## src/rtl/simon_sequencer.sv

```systemverilog
// simon_sequencer: pattern-memory game controller.
// Each round one random symbol (rand_in[1:0]) is appended to the stored
// sequence. The whole sequence is then played on four one-hot LEDs and the
// player's presses are checked against it.
//
// Ports:
//   clk       system clock, rising edge
//   rst       asynchronous reset, active low
//   rand_in   LFSR word; only [1:0] is used, sampled in ADD
//   start     level-sampled start/restart (IDLE, WIN, LOSE only)
//   btn_valid one-cycle button press strobe (WAIT_IN only)
//   btn_id    pressed button index
//   led       one-hot symbol display (1111 while in WIN)
//   level     current sequence length
//   busy      high while appending or playing back
//   win/lose  game result flags
module simon_sequencer #(
  parameter int MAX_LEN     = 16,
  parameter int SHOW_CYCLES = 25000000,
  parameter int GAP_CYCLES  = 12500000
) (
  input  logic                       clk,
  input  logic                       rst,
  input  logic [3:0]                 rand_in,
  input  logic                       start,
  input  logic                       btn_valid,
  input  logic [1:0]                 btn_id,
  output logic [3:0]                 led,
  output logic [$clog2(MAX_LEN):0]   level,
  output logic                       busy,
  output logic                       win,
  output logic                       lose
);

  localparam int LW   = $clog2(MAX_LEN) + 1;
  localparam int IW   = (MAX_LEN > 1) ? $clog2(MAX_LEN) : 1;
  localparam int TMAX = (SHOW_CYCLES > GAP_CYCLES) ? SHOW_CYCLES : GAP_CYCLES;
  localparam int TW   = $clog2(TMAX + 1);

  localparam logic [LW-1:0] LEN_MAX  = LW'(MAX_LEN);
  localparam logic [TW-1:0] SHOW_END = TW'(SHOW_CYCLES - 1);
  localparam logic [TW-1:0] GAP_END  = TW'(GAP_CYCLES - 1);

  typedef enum logic [2:0] {
    IDLE, ADD, SHOW_ON, SHOW_OFF, WAIT_IN, WIN, LOSE
  } st_t;

  st_t st, nxt;

  logic [1:0]    seq [2**IW];
  logic [LW-1:0] len;
  logic [IW-1:0] idx;
  logic [TW-1:0] timer;

  logic show_done, gap_done, last, hit;
  logic unused_rand;

  assign unused_rand = ^rand_in[3:2];

  assign show_done = (timer == SHOW_END);
  assign gap_done  = (timer == GAP_END);
  // len >= 1 in every state where last is consulted, so no underflow.
  assign last      = (LW'(idx) == len - LW'(1));
  assign hit       = (btn_id == seq[idx]);

  // State register
  always_ff @(posedge clk or negedge rst) begin
    if (!rst) st <= IDLE;
    else      st <= nxt;
  end

  // Next-state logic
  always_comb begin
    nxt = st;
    case (st)
      IDLE:     if (start) nxt = ADD;
      ADD:      nxt = SHOW_ON;
      SHOW_ON:  if (show_done) nxt = SHOW_OFF;
      SHOW_OFF: if (gap_done) nxt = last ? WAIT_IN : SHOW_ON;
      WAIT_IN: begin
        if (btn_valid) begin
          if (!hit)      nxt = LOSE;
          else if (last) nxt = (len == LEN_MAX) ? WIN : ADD;
        end
      end
      WIN:      if (start) nxt = ADD;
      LOSE:     if (start) nxt = ADD;
      default:  nxt = IDLE;
    endcase
  end

  // Length, playback/entry index and phase timer
  always_ff @(posedge clk or negedge rst) begin
    if (!rst) begin
      len   <= '0;
      idx   <= '0;
      timer <= '0;
    end else begin
      case (st)
        IDLE, WIN, LOSE: begin
          if (start) begin
            len <= '0;
            idx <= '0;
          end
        end
        ADD: begin
          len   <= len + LW'(1);
          idx   <= '0;
          timer <= '0;
        end
        SHOW_ON: begin
          if (show_done) timer <= '0;
          else           timer <= timer + TW'(1);
        end
        SHOW_OFF: begin
          if (gap_done) begin
            timer <= '0;
            idx   <= last ? '0 : idx + IW'(1);
          end else begin
            timer <= timer + TW'(1);
          end
        end
        WAIT_IN: begin
          if (btn_valid && hit) idx <= last ? '0 : idx + IW'(1);
        end
        default: ;
      endcase
    end
  end

  // Sequence storage; contents need no reset since len gates every read.
  always_ff @(posedge clk) begin
    if (st == ADD) seq[len[IW-1:0]] <= rand_in[1:0];
  end

  // Outputs decoded from registered state only
  always_comb begin
    led = 4'b0000;
    if (st == SHOW_ON) led = 4'b0001 << seq[idx];
    else if (st == WIN) led = 4'b1111;
  end

  assign level = len;
  assign busy  = (st == ADD) || (st == SHOW_ON) || (st == SHOW_OFF);
  assign win   = (st == WIN);
  assign lose  = (st == LOSE);

endmodule

```

## config.mk

```make
export PLATFORM = sky130hd
export DESIGN_NAME = simon_sequencer
export DESIGN_NICKNAME = d
export VERILOG_FILES = /design/src/rtl/simon_sequencer.sv
export SDC_FILE = /design/constraint.sdc
export NUM_CORES = 1
export LEC_CHECK = 0
export CORE_UTILIZATION = 58
export DETAILED_ROUTE_END_ITERATION = 10
export DONT_BUFFER_PORTS = 1
export PLACE_DENSITY = 0.83
export SYNTH_ARGS = -nofsm -noshare
export SYNTH_HDL_FRONTEND = slang
export SYNTH_SLANG_ARGS = --single-unit
```

## constraint.sdc

```tcl
create_clock -name clk -period 3.45 [get_ports clk]
set_input_delay 0.1725 -clock clk [delete_from_list [all_inputs] [get_ports clk]]
set_output_delay 0.1725 -clock clk [all_outputs]
set_load 0.005 [all_outputs]
```

# Word level (Yosys, flattened, before mapping)
# Memories as Yosys holds them, arrays and structs flattened.
# Cells that the tools add are included.
[totals] memories=1 out_inout_bits=12 ramBits=32 ff_bits=37 input_bits=10 elab_cells=61
[op_classes] n_reduce_logical=11 n_addsub=4 shift=1 mux=23 n_eq_ne=17
[mem_list] memory="seq" depth=16 word_bits=2 rd=1 rd_ports_with_merged_regs=0 write_ports=1 line_no="50" source="logic [1:0] seq [2**IW];"
[ops] op="$pmux 25 s3" n=1
[ops] op="$mux 25" n=2
[ops] op="$add 25x1->25 const B" n=1
[ops] op="$eq 25x24->1 const B" n=1
[ops] op="$eq 25x25->1 const B" n=1
[ops] op="$mux 3" n=8
[ops] op="$mux 4" n=6
[ops] op="$pmux 4 s4" n=1
[ops] op="$pmux 3 s5" n=1
[ops] op="$pmux 5 s2" n=1
[ops] op="$eq 3x3->1 const B" n=3
[ops] op="$ne 2x2->1 const B" n=4
[ops] op="$eq 3x2->1 const B" n=2
[ops] op="$add 5x1->5 const B" n=1
[ops] op="$eq 4x5->1" n=1
[ops] op="$eq 5x5->1 const B" n=1
[ops] op="$mux 5" n=1
[ops] op="$reduce_and 5->1" n=1
[ops] op="$sub 5x1->5 const B" n=1
[ops] op="$add 4x1->4 const B" n=1
[ops] op="$reduce_and 4->1" n=1
[ops] op="$reduce_bool 4->1" n=1
[ops] op="$shl 1x2->4 const A" n=1
[ops] op="$eq 3x1->1 const B" n=1
[ops] op="11 further kinds" n=13

# Longest topological paths before layout
# Gate-level depths: netlist of the first run.
[logic_depth] word_depth=6 depth_mapped=10 mapped_depth_nobuf=9

# Least setup slack after synthesis of the first run
# OpenSTA, ideal clock, no wires.
[synth_timing] kind="flip-flop to flip-flop" from="reg idx[0]" to="reg st[2]" period_less_slack_ps=2307 path_stages_with_launch=10 setup_ps=104 slack_ps=1143 t_required_ps=3346 arrival_ps=2203 path_buffers=2 path_cell_list="dfrtp_1 buf_6 buf_8 mux4_2 mux2i_1 mux2i_1 xnor2_2 nand3_2 or4_1 o311ai_1"
[synth_via] elab_chain_cells=5 elab_cells_between_ends=10 cone_classes="3 x eq/ne; 5 x mux; 1 x reduce/logical; 1 x memory"
[synth_lines] element="from (decl)" line_no="52" source="logic [IW-1:0] idx;"
[synth_lines] element="from (signal assigned)" line_no="118" source="idx <= last ? '0 : idx + IW'(1);"
[synth_lines] element="from (signal assigned)" line_no="124" source="if (btn_valid && hit) idx <= last ? '0 : idx + IW'(1);"
[synth_lines] element="$mem_v2 16x2"
[synth_lines] element="$eq 2x2->1" line_no="64" source="assign hit = (btn_id == seq[idx]);"
[synth_lines] element="$mux 3" line_no="82" source="if (!hit) nxt = LOSE;"
[synth_lines] element="$mux 3" line_no="81" source="if (btn_valid) begin"
[synth_lines] element="$pmux 3 s5" line_no="75" source="case (st)"
[synth_lines] element="to (signal assigned)" line_no="69" source="else st <= nxt;"
[synth_lines] element="to (decl)" line_no="48" source="st_t st, nxt;"
# Several ways; a longest one is shown, not always the timed one. The select of a mux whose other input is x is not followed.
# A chain may end at the register's enable or synchronous reset.

# Final worst setup path of the first run
[layout_timing] from="reg len[0] (netlist: level[0])" to="reg idx[0]"
[layout_via] elab_chain_cells=5 elab_cells_between_ends=6 cone_classes="1 x add/sub; 1 x eq/ne; 4 x mux"
[layout_lines] element="from (decl)" line_no="51" source="logic [LW-1:0] len;"
[layout_lines] element="from (signal assigned)" line_no="107" source="len <= len + LW'(1);"
[layout_lines] element="$sub 5x1->5 *" line_no="63" source="assign last = (LW'(idx) == len - LW'(1));"
[layout_lines] element="$eq 4x5->1 *" line_no="63"
[layout_lines] element="$mux 4 *" line_no="118, 124"
[layout_lines] element="$mux 4 (on tied branches)" line_no="124, 116"
[layout_lines] element="$pmux 4 s4 *" line_no="99" source="case (st)"
# Mark *: on every way between the ends. The rest lies on a longest branch, timed or not. The select of a mux whose other input is x is not followed.

==> results of run 1 <==
-- Yosys cell counts (all sizes together) (6+ instances only) --
library cell | number | area [sq um]
nor2 | 48 | 180
ha | 6 | 75.1
nand2 | 28 | 105
nand3 | 9 | 50.1
edfxtp | 32 | 961
mux2i | 6 | 60.1
nand4 | 10 | 62.6
a21oi | 12 | 60.1
nand2b | 10 | 62.6
clkbuf | 10 | 37.5
buf | 6 | 46.3
mux4 | 6 | 150
o21ai | 22 | 110
nor3 | 8 | 40.0
dfrtp | 37 | 926
xnor2 | 11 | 104
inv | 12 | 45.0
xor2 | 9 | 78.8
-- sequential cells by signal, indices dropped and copies added, names as in the netlist --
signal  cells
seq        32
timer      25
idx         4
st          3
level       5
-- worst paths after layout --
check,to,slack [ns],depth (start not counted)
worst max register to register,idx[0],0.87,8
min in group asynchronous,timer[2],0.28,2
max in group asynchronous,idx[1],2.98,2
worst min register to register,timer[24],0.51,1
worst min-delay path,st[0],0.09,3
worst max-delay path,idx[0],0.87,8
-- layout make-up --
class | count | area [sq um]
Clock buffer | 10 | 128
Clock inverter | 6 | 53.8
Fill cell | 474 | 2060
Inverter | 13 | 48.8
Multi-Input combinational cell | 254 | 1700
Sequential cell | 69 | 1890
Tap cell | 75 | 93.8
Timing Repair Buffer | 9 | 87.6
-- per-stage QoR --
step	area (sq um)	instances	hold WS [ns]	setup slack, ns	util
2_1_floorplan	3720	352	-0.123	1.14	-
3_3_place_gp	3770	416	-0.122	0.971	0.622
3_5_place_dp	3770	416	-0.122	0.900	0.622
4_1_cts	4000	436	0.0755	0.875	0.660
5_1_grt	4000	436	0.0937	0.727	0.660
6_report	4000	436	0.0894	0.867	0.660
-- timing repair --
item	4_1_cts	5_1_grt
hold endpoints to repair	69	0
endpoints found under the setup margin	0	0
hold buffers	4	0
-- report_power, final --
part,total (uW),switching [uW],internal (uW),leakage [uW]
clock,617,290,326,0.0000972
combinational,978,577,401,0.000666
sequential,1120,170,947,0.000790
total,2710,1040,1670,0.00155
-- cells by family (layout without fill, tap and decap cells) --
| logic type | after synthesis | after routing |
|---|---|---|
| adders and majority gates | 6 | 6 |
| AOI/OAI and AO/OA | 69 | 69 |
| muxes | 15 | 15 |
| xor gates and xnor gates | 21 | 21 |
| buffers and inverters | 29 | 38 |
| and+or+nand+nor | 143 | 143 |
| DFF | 69 | 69 |
-- worst max-delay path: cells and delay by family (launching register included) --
| kind | cells | cell delay (ns) |
|---|---|---|
| AO/OA/AOI/OAI | 3 | 0.81 |
| adder cells (fa/ha/maj) | 1 | 0.31 |
| flip-flops | 1 | 0.52 |
| buffers and inverters | 1 | 0.16 |
| multiplexers | 1 | 0.22 |
| AND/OR/NAND/NOR | 1 | 0.34 |
| XOR/XNOR | 1 | 0.16 |
-- layer usage --
layer  routed length [microns]  track usage  vias up
met3                       481       0.0571       15
met4                       156        0.132        0
met1                      3430        0.351     1304
li1                          -            -     1309
met2                      3470        0.362       92
met5                         0            0        -
==> qor.yml, run 1 <==
start_util: 0.614
fin_crit_sh: 0.749
power_density_mw_per_mm2: 678
setup_viol: 0
syn-num-nets: 368
cp-start-kind: "flop"
syn_area_sq_mm: 0.00372
numCtsBuffers: 9
synth.avg_cell_area_sq_um: 10.6
n_antenna_cell: 0
crit_arrival_ns: 2.86
areaGrowthSynthToFinish_pct: 7.50
dieArea_sq_mm: 0.00674
synthAdderAreaFrac: 0.0202
portBuffers: 0
synthXorXnorAreaFrac: 0.0551
ant_nets: 0
p_leak_uw: 0.00155
cpPeakStageDelay_ns: 0.52
ctsResizeCount: 0
ys_ff_latch: 69
synth-simple-area-share: 0.192
cts_tree: "yes"
yosys_warnings: 0
maxSlewViolCount: 0
die_w_microns: 82.1
worst_pin_slew_ns: 0.630
power_uw: 2710
crit_type: "flop to flop"
cts_sinks: 69
wire_per_inst_microns: 17.3
overflow: 0
path_cells: "inv_1 > ha_1 > xnor2_1 > a32o_1 > o211a_1 > or2_2 > a211oi_2 > mux2_2"
dp_hpwl_microns: 5260
syn_inst: 352
cts_buffer_depth: 2
gp_congestion: 0.823
cts_root_buffer: "clkbuf_8"
drive_above_1_share: 0.0803
path_max_fanout: 8
setup-tns-final_ns: 0
vias_per_cell: 6.24
async_flop_share: 0.536
fmax_ghz: 0.387
layout.nets: 372
drc: 0
skew_ns: 0.00648
clk_pin_slew_ns: 0.07
antenna_found_initial: 0
startpoint: "level[0]"
required_ns: 3.73
drtIter0Drc: 258
die_height_microns: 82.1
ctsHtreeMaxLevel: 3
synth_compound_area_frac: 0.124
first_pass_iters: 5
r2r_start: "level[0]"
wirelength_microns: 7550
synth.area.mux_share: 0.0656
synth_edf_count: 32
final_cell_mix: "nor2_1, dfrtp_1, edfxtp_1"
pin_count: 22
rsz0062_at_grt: "false"
slowest_stage: "dfrtp_1"
synth_top_family_by_area: "simple AND/OR/NAND/NOR gates"
ys_seq_area_frac: 0.507
synth_ff_type: "dfrtp_1"
min_from: "btn_id[1]"
fin_crit_ns: 2.58
grt_pass1_vias: 2573
status: "finished, final reports clean"
vias: 2720
grt_max_degree: 38
grt_pass1_wl_microns: 12300
rows: 28
clkLatencyLatePin_ns: 0.34
grt_use_total: 0.250
final_hold_viol_count: 0
final_common_cell: "nor2_1"
cts_setup_buffers: 0
relSlewSlack: 0.576
cap_violations: 0
worst_ir_drop_vdd_v: 0.000396
worstSetupEndpointType: "flop"
hp-class: "input port to flop"
ys_types: 60
core_area_sq_mm: 0.00606
Power figures use the tool's default switching activity.
==> run 2, diff against run 1 <==
--- a/config.mk
+++ b/config.mk
@@ -5,10 +5,10 @@
 export SDC_FILE = /design/constraint.sdc
 export NUM_CORES = 1
 export LEC_CHECK = 0
-export CORE_UTILIZATION = 58
+export CORE_UTILIZATION = 57
 export DETAILED_ROUTE_END_ITERATION = 10
 export DONT_BUFFER_PORTS = 1
-export PLACE_DENSITY = 0.83
+export PLACE_DENSITY = 0.84
 export SYNTH_ARGS = -nofsm -noshare
 export SYNTH_HDL_FRONTEND = slang
 export SYNTH_SLANG_ARGS = --single-unit
==> constraint.sdc (replaced) <==
create_clock -name clk -period 2.33 [get_ports clk]
set_input_delay 0.1165 -clock clk [delete_from_list [all_inputs] [get_ports clk]]
set_output_delay 0.1165 -clock clk [all_outputs]
set_load 0.005 [all_outputs]
==> qor.yml, run 2 (synthesized netlist as in run 1, its figures left out) <==
status: "complete, but fails checks"
violations: "setup timing"
rsz0062_at_grt: "true"
setup-tns-final_ns: -0.256
fin_util: 0.700
final_hold_viol_count: 0
start_util: 0.589
clkLatencyLatePin_ns: 0.35
n_antenna_cell: 0
relSlewSlack: 0.624
reg2reg_slack_ns: -0.06
dp_hpwl_microns: 6020
areaGrowthSynthToFinish_pct: 18.8
min_from: "start"
worst_pin_slew_ns: 0.562
clk_pin_slew_ns: 0.08
pin_count: 22
grt_pass1_wl_microns: 13900
cts_buffer_depth: 2
cap_violations: 0
r2r.worst_path.cells: 8
worst_hold_path.endpoint: "level[3]"
gp_congestion: 0.838
ant_nets: 0
vias_per_cell: 6.40
grt_max_degree: 38
final_cell_mix: "nor2_1, dfrtp_1, edfxtp_1"
timing.rr.end: "st[2]"
cts_root_buffer: "clkbuf_8"
required_ns: 2.59
grtUsageMet3: 0.0678
worst_ir_drop_vdd_v: 0.000707
rows: 29
fin_crit_sh: 1.03
vias: 3022
fmax_ghz: 0.419
wire_per_inst_microns: 19.7
grtUsageMet1: 0.342
cts_sinks: 69
layout.nets: 406
wirelength_microns: 9320
largest_reg_flops: 32
die_height_microns: 82.8
setup_viol: 8
first_pass_iters: 7
numCtsBuffers: 9
portBuffers: 0
ctsHtreeMaxLevel: 3
antenna_found_initial: 0
maxSlewViolCount: 0
path_max_fanout: 6
fin_crit_ns: 2.39
power_uw: 4730
final_common_cell: "nor2_1"
dieArea_sq_mm: 0.00686
drtIter0Drc: 310
worstSetupEndpointType: "flop"
cp-start-kind: "flop"
core_area_sq_mm: 0.00631
busiest_layer: "met2"
worst_slack_ns: -0.0590
grt_use_total: 0.284
crit_arrival_ns: 2.65
die_w_microns: 82.8
holdPathStages: 3
hp-class: "input port to flop"
use_met2: 0.457
skew_ns: 0.00853
p_leak_uw: 0.00174
r2r_start: "idx[0]"
cts_tree: "yes"
drive_above_1_share: 0.223
crit_type: "flop to flop"
overflow: 0
power_density_mw_per_mm2: 1070
drc: 0
grt_pass1_vias: 2782
[run 2: cell types whose count changed in the layout (fill, tap and decap cells not counted), sizes merged]
cell | previous run | this run
clkinvlp | 0 | 1
buf | 6 | 40
inv | 12 | 15
clkinv | 6 | 3
clkbuf | 10 | 9
[run 2: metrics by stage]
stage               instance area (sq um)  instances  hold WS (ns)  setup WS, ns
floorplan                            3720        352        -0.179        0.0231
global placement                     3960        443        -0.178       -0.0227
detailed placement                   3960        443        -0.178        -0.222
CTS                                  4260        465        0.0554       -0.0277
global route                         4420        472        0.0897        -0.177
finish                               4420        472        0.0703       -0.0590
[run 2: repair_timing]
action | in CTS | in global routing
pin swaps | 5 | 13
gates resized for setup | 17 | 24
hold endpoints to repair | 69 | 0
hold buffers | 4 | 0
endpoints found under the setup margin | 11 | 26
buffers inserted | 2 | 8
[run 2: power breakdown]
group	switching [uW]	internal, uW
combinational	1130	972
clock	505	509
sequential	203	1400
[run 2: worst max-delay path, cell delays in order, from the launching register on]
cell and delay, ns:
dfrtp_1 0.38, buf_6 0.16, mux4_2 0.53, mux2i_2 0.20, mux2i_2 0.13, xnor2_2 0.22, nand3_4 0.14, or4_4 0.45
o311ai_2 0.08
[run 2: worst max-delay path by stage]
stage	startpoint	endpoint	depth (start not counted)
2_1_floorplan	idx[0]	st[2]	9
3_3_place_gp	idx[0]	st[2]	8
3_5_place_dp	idx[0]	st[2]	8
4_1_cts	timer[9]	timer[24]	8
5_1_grt	idx[0]	st[2]	8
6_report	idx[0]	st[2]	8
[run 2: area by class of cell]
class                   instances  area (sq um)
clock buffers                   9           124
multi-input cells             254          1800
flip-flops and latches         69          1890
fillers                       432          1890
repair buffers                 43           385
clock inverters                 7          81.3
inverters                      13          48.8
well taps                      77          96.3
[run 2: metal layers]
| layer | vias up | share of wire |
|---|---|---|
| met5 | - | 0 |
| met4 | 0 | 0.045 |
| met3 | 44 | 0.063 |
| met2 | 138 | 0.49 |
| met1 | 1465 | 0.40 |
| li1 | 1375 | - |
==> run 3, diff against run 2 <==
--- a/config.mk
+++ b/config.mk
@@ -5,10 +5,12 @@
 export SDC_FILE = /design/constraint.sdc
 export NUM_CORES = 1
 export LEC_CHECK = 0
-export CORE_UTILIZATION = 57
+export CORE_UTILIZATION = 58
+export CTS_BUF_LIST = sky130_fd_sc_hd__clkbuf_4
 export DETAILED_ROUTE_END_ITERATION = 10
 export DONT_BUFFER_PORTS = 1
-export PLACE_DENSITY = 0.84
+export PLACE_DENSITY = 0.85
+export SETUP_SLACK_MARGIN = 0.2
 export SYNTH_ARGS = -nofsm -noshare
 export SYNTH_HDL_FRONTEND = slang
 export SYNTH_SLANG_ARGS = --single-unit
==> qor.yml, run 3 (synthesized netlist as in run 1, its figures left out) <==
multi_input_area_sq_mm: 0.00220
cp-start-kind: "flop"
final_common_cell: "buf_4"
worst_ir_drop_vdd_v: 0.000852
areaGrowthSynthToFinish_pct: 32.8
grt_use_total: 0.330
final_area_sq_mm: 0.00494
vias: 3586
layout.nets: 424
dp_hpwl_microns: 5970
cts_sinks: 69
status: "complete, but fails checks"
portBuffers: 0
ant_nets: 0
cts_root_buffer: "clkbuf_4"
overflow: 0
pin_count: 22
ctsHtreeMaxLevel: 3
rows: 28
die_w_microns: 82.1
cap_violations: 0
fin_crit_ns: 2.53
wirelength_microns: 12600
vias_per_cell: 7.35
drc: 0
start_util: 0.614
worst_slack_ns: -0.198
grt_pass1_vias: 3137
wl_met3_microns: 1570
skew_ns: 0.0153
wl_met2_microns: 5490
antenna_found_initial: 1
power_uw: 5250
relSlewSlack: 0.620
fmax_ghz: 0.396
gp_congestion: 0.840
hp-class: "input port to async pin"
die_height_microns: 82.1
violations: "setup timing"
worstSetupEndpointType: "flop"
core_area_sq_mm: 0.00606
numCtsBuffers: 9
crit_arrival_ns: 2.85
fin_crit_sh: 1.09
power_density_mw_per_mm2: 1060
required_ns: 2.65
grt_max_degree: 38
maxSlewViolCount: 0
worst_pin_slew_ns: 0.568
top_layer: "met4"
drtIter0Drc: 583
fillers: 271
crit_type: "flop to flop"
final_hold_viol_count: 0
dieArea_sq_mm: 0.00674
clkLatencyLatePin_ns: 0.43
regArea_sq_mm: 0.00189
final_cell_mix: "buf_4, nor2_1, dfrtp_1, edfxtp_1, nand2_1"
cts_buffer_depth: 2
setup_viol: 17
wire_per_inst_microns: 25.7
wirelength_met1_microns: 4470
grt_pass1_wl_microns: 15900
cts_tree: "yes"
drive_above_1_share: 0.376
rsz0062_at_grt: "true"
clk_pin_slew_ns: 0.12
largest_reg_flops: 32
p_leak_uw: 0.00188
path_max_fanout: 8
dpl_cell_area_sq_mm: 0.00395
first_pass_iters: 7
-- run 3: cell types whose count changed in the layout (fill, tap and decap cells not counted), moves of 6 or more --
cell / change
nor2_1: -15
nor2_4: +14
clkbuf_4: +10
buf_4: +9
clkbuf_8: -9
o21ai_0: -8
o21ai_2: +6
-- run 3: critical path, stage by stage, from the launching register on --
cell and delay [ns]:
dfrtp_1 0.41, buf_12 0.15, mux4_2 0.54, mux2i_4 0.23, mux2i_4 0.12, xnor2_2 0.22, nand3_4 0.16, or4_4 0.48
o311ai_4 0.10
-- run 3: layout make-up --
class | instances | share of cell area
clock inverter | 5 | 0.00380
antenna | 1 | 0.000507
multi-input combinational | 254 | 0.445
tap | 75 | 0.0190
inverter | 13 | 0.00988
sequential | 69 | 0.383
clock buffer | 10 | 0.0152
timing repair buffer | 61 | 0.123
-- run 3: stage by stage --
| stage | TNS [ns] | cells | worst slack [ns] | utilization | hold slack, ns |
|---|---|---|---|---|---|
| CTS | -0.445 | 470 | -0.0836 | 0.739 | 0.0746 |
| detailed placement | -0.498 | 436 | -0.163 | 0.652 | -0.178 |
| global route | -4.11 | 487 | -0.303 | 0.815 | 0.142 |
| floorplan | 0 | 352 | 0.0331 | - | -0.179 |
| global placement | -0.0183 | 436 | -0.0183 | 0.652 | -0.178 |
| finish | -0.956 | 488 | -0.198 | 0.815 | 0.125 |
-- run 3: timing repair --
| item | 4_1_cts | 5_1_grt |
|---|---|---|
| gates cloned | 2 | 0 |
| gates resized for setup | 46 | 89 |
| hold endpoints to repair | 72 | 0 |
| setup buffers | 11 | 18 |
| endpoints found under the setup margin | 36 | 56 |
| pin swaps | 10 | 33 |
| hold buffers | 6 | 0 |
-- run 3: final timing paths --
path,startpoint,end,slack (ns),depth (start not counted)
worst min register to register,timer[0],timer[0],0.55,1
worst max-delay path,idx[0],st[2],-0.20,8
worst max register to register,idx[0],st[2],-0.20,8
max in group asynchronous,rst,timer[17],1.98,2
min in group clk,btn_id[0],st[0],0.21,4
worst min-delay path,rst,timer[9],0.13,2
-- run 3: report_power, final --
part	total, uW	switching (uW)	internal, uW	leakage, uW
logic	2970	1630	1340	0.00105
registers	1630	227	1410	0.000782
clock network	643	434	209	0.0000538
-- run 3: layer usage --
metal | GRT usage | up-vias
li1 | - | 1418
met1 | 0.424 | 1714
met2 | 0.511 | 347
met3 | 0.100 | 107
met4 | 0.154 | 0
met5 | 0 | -
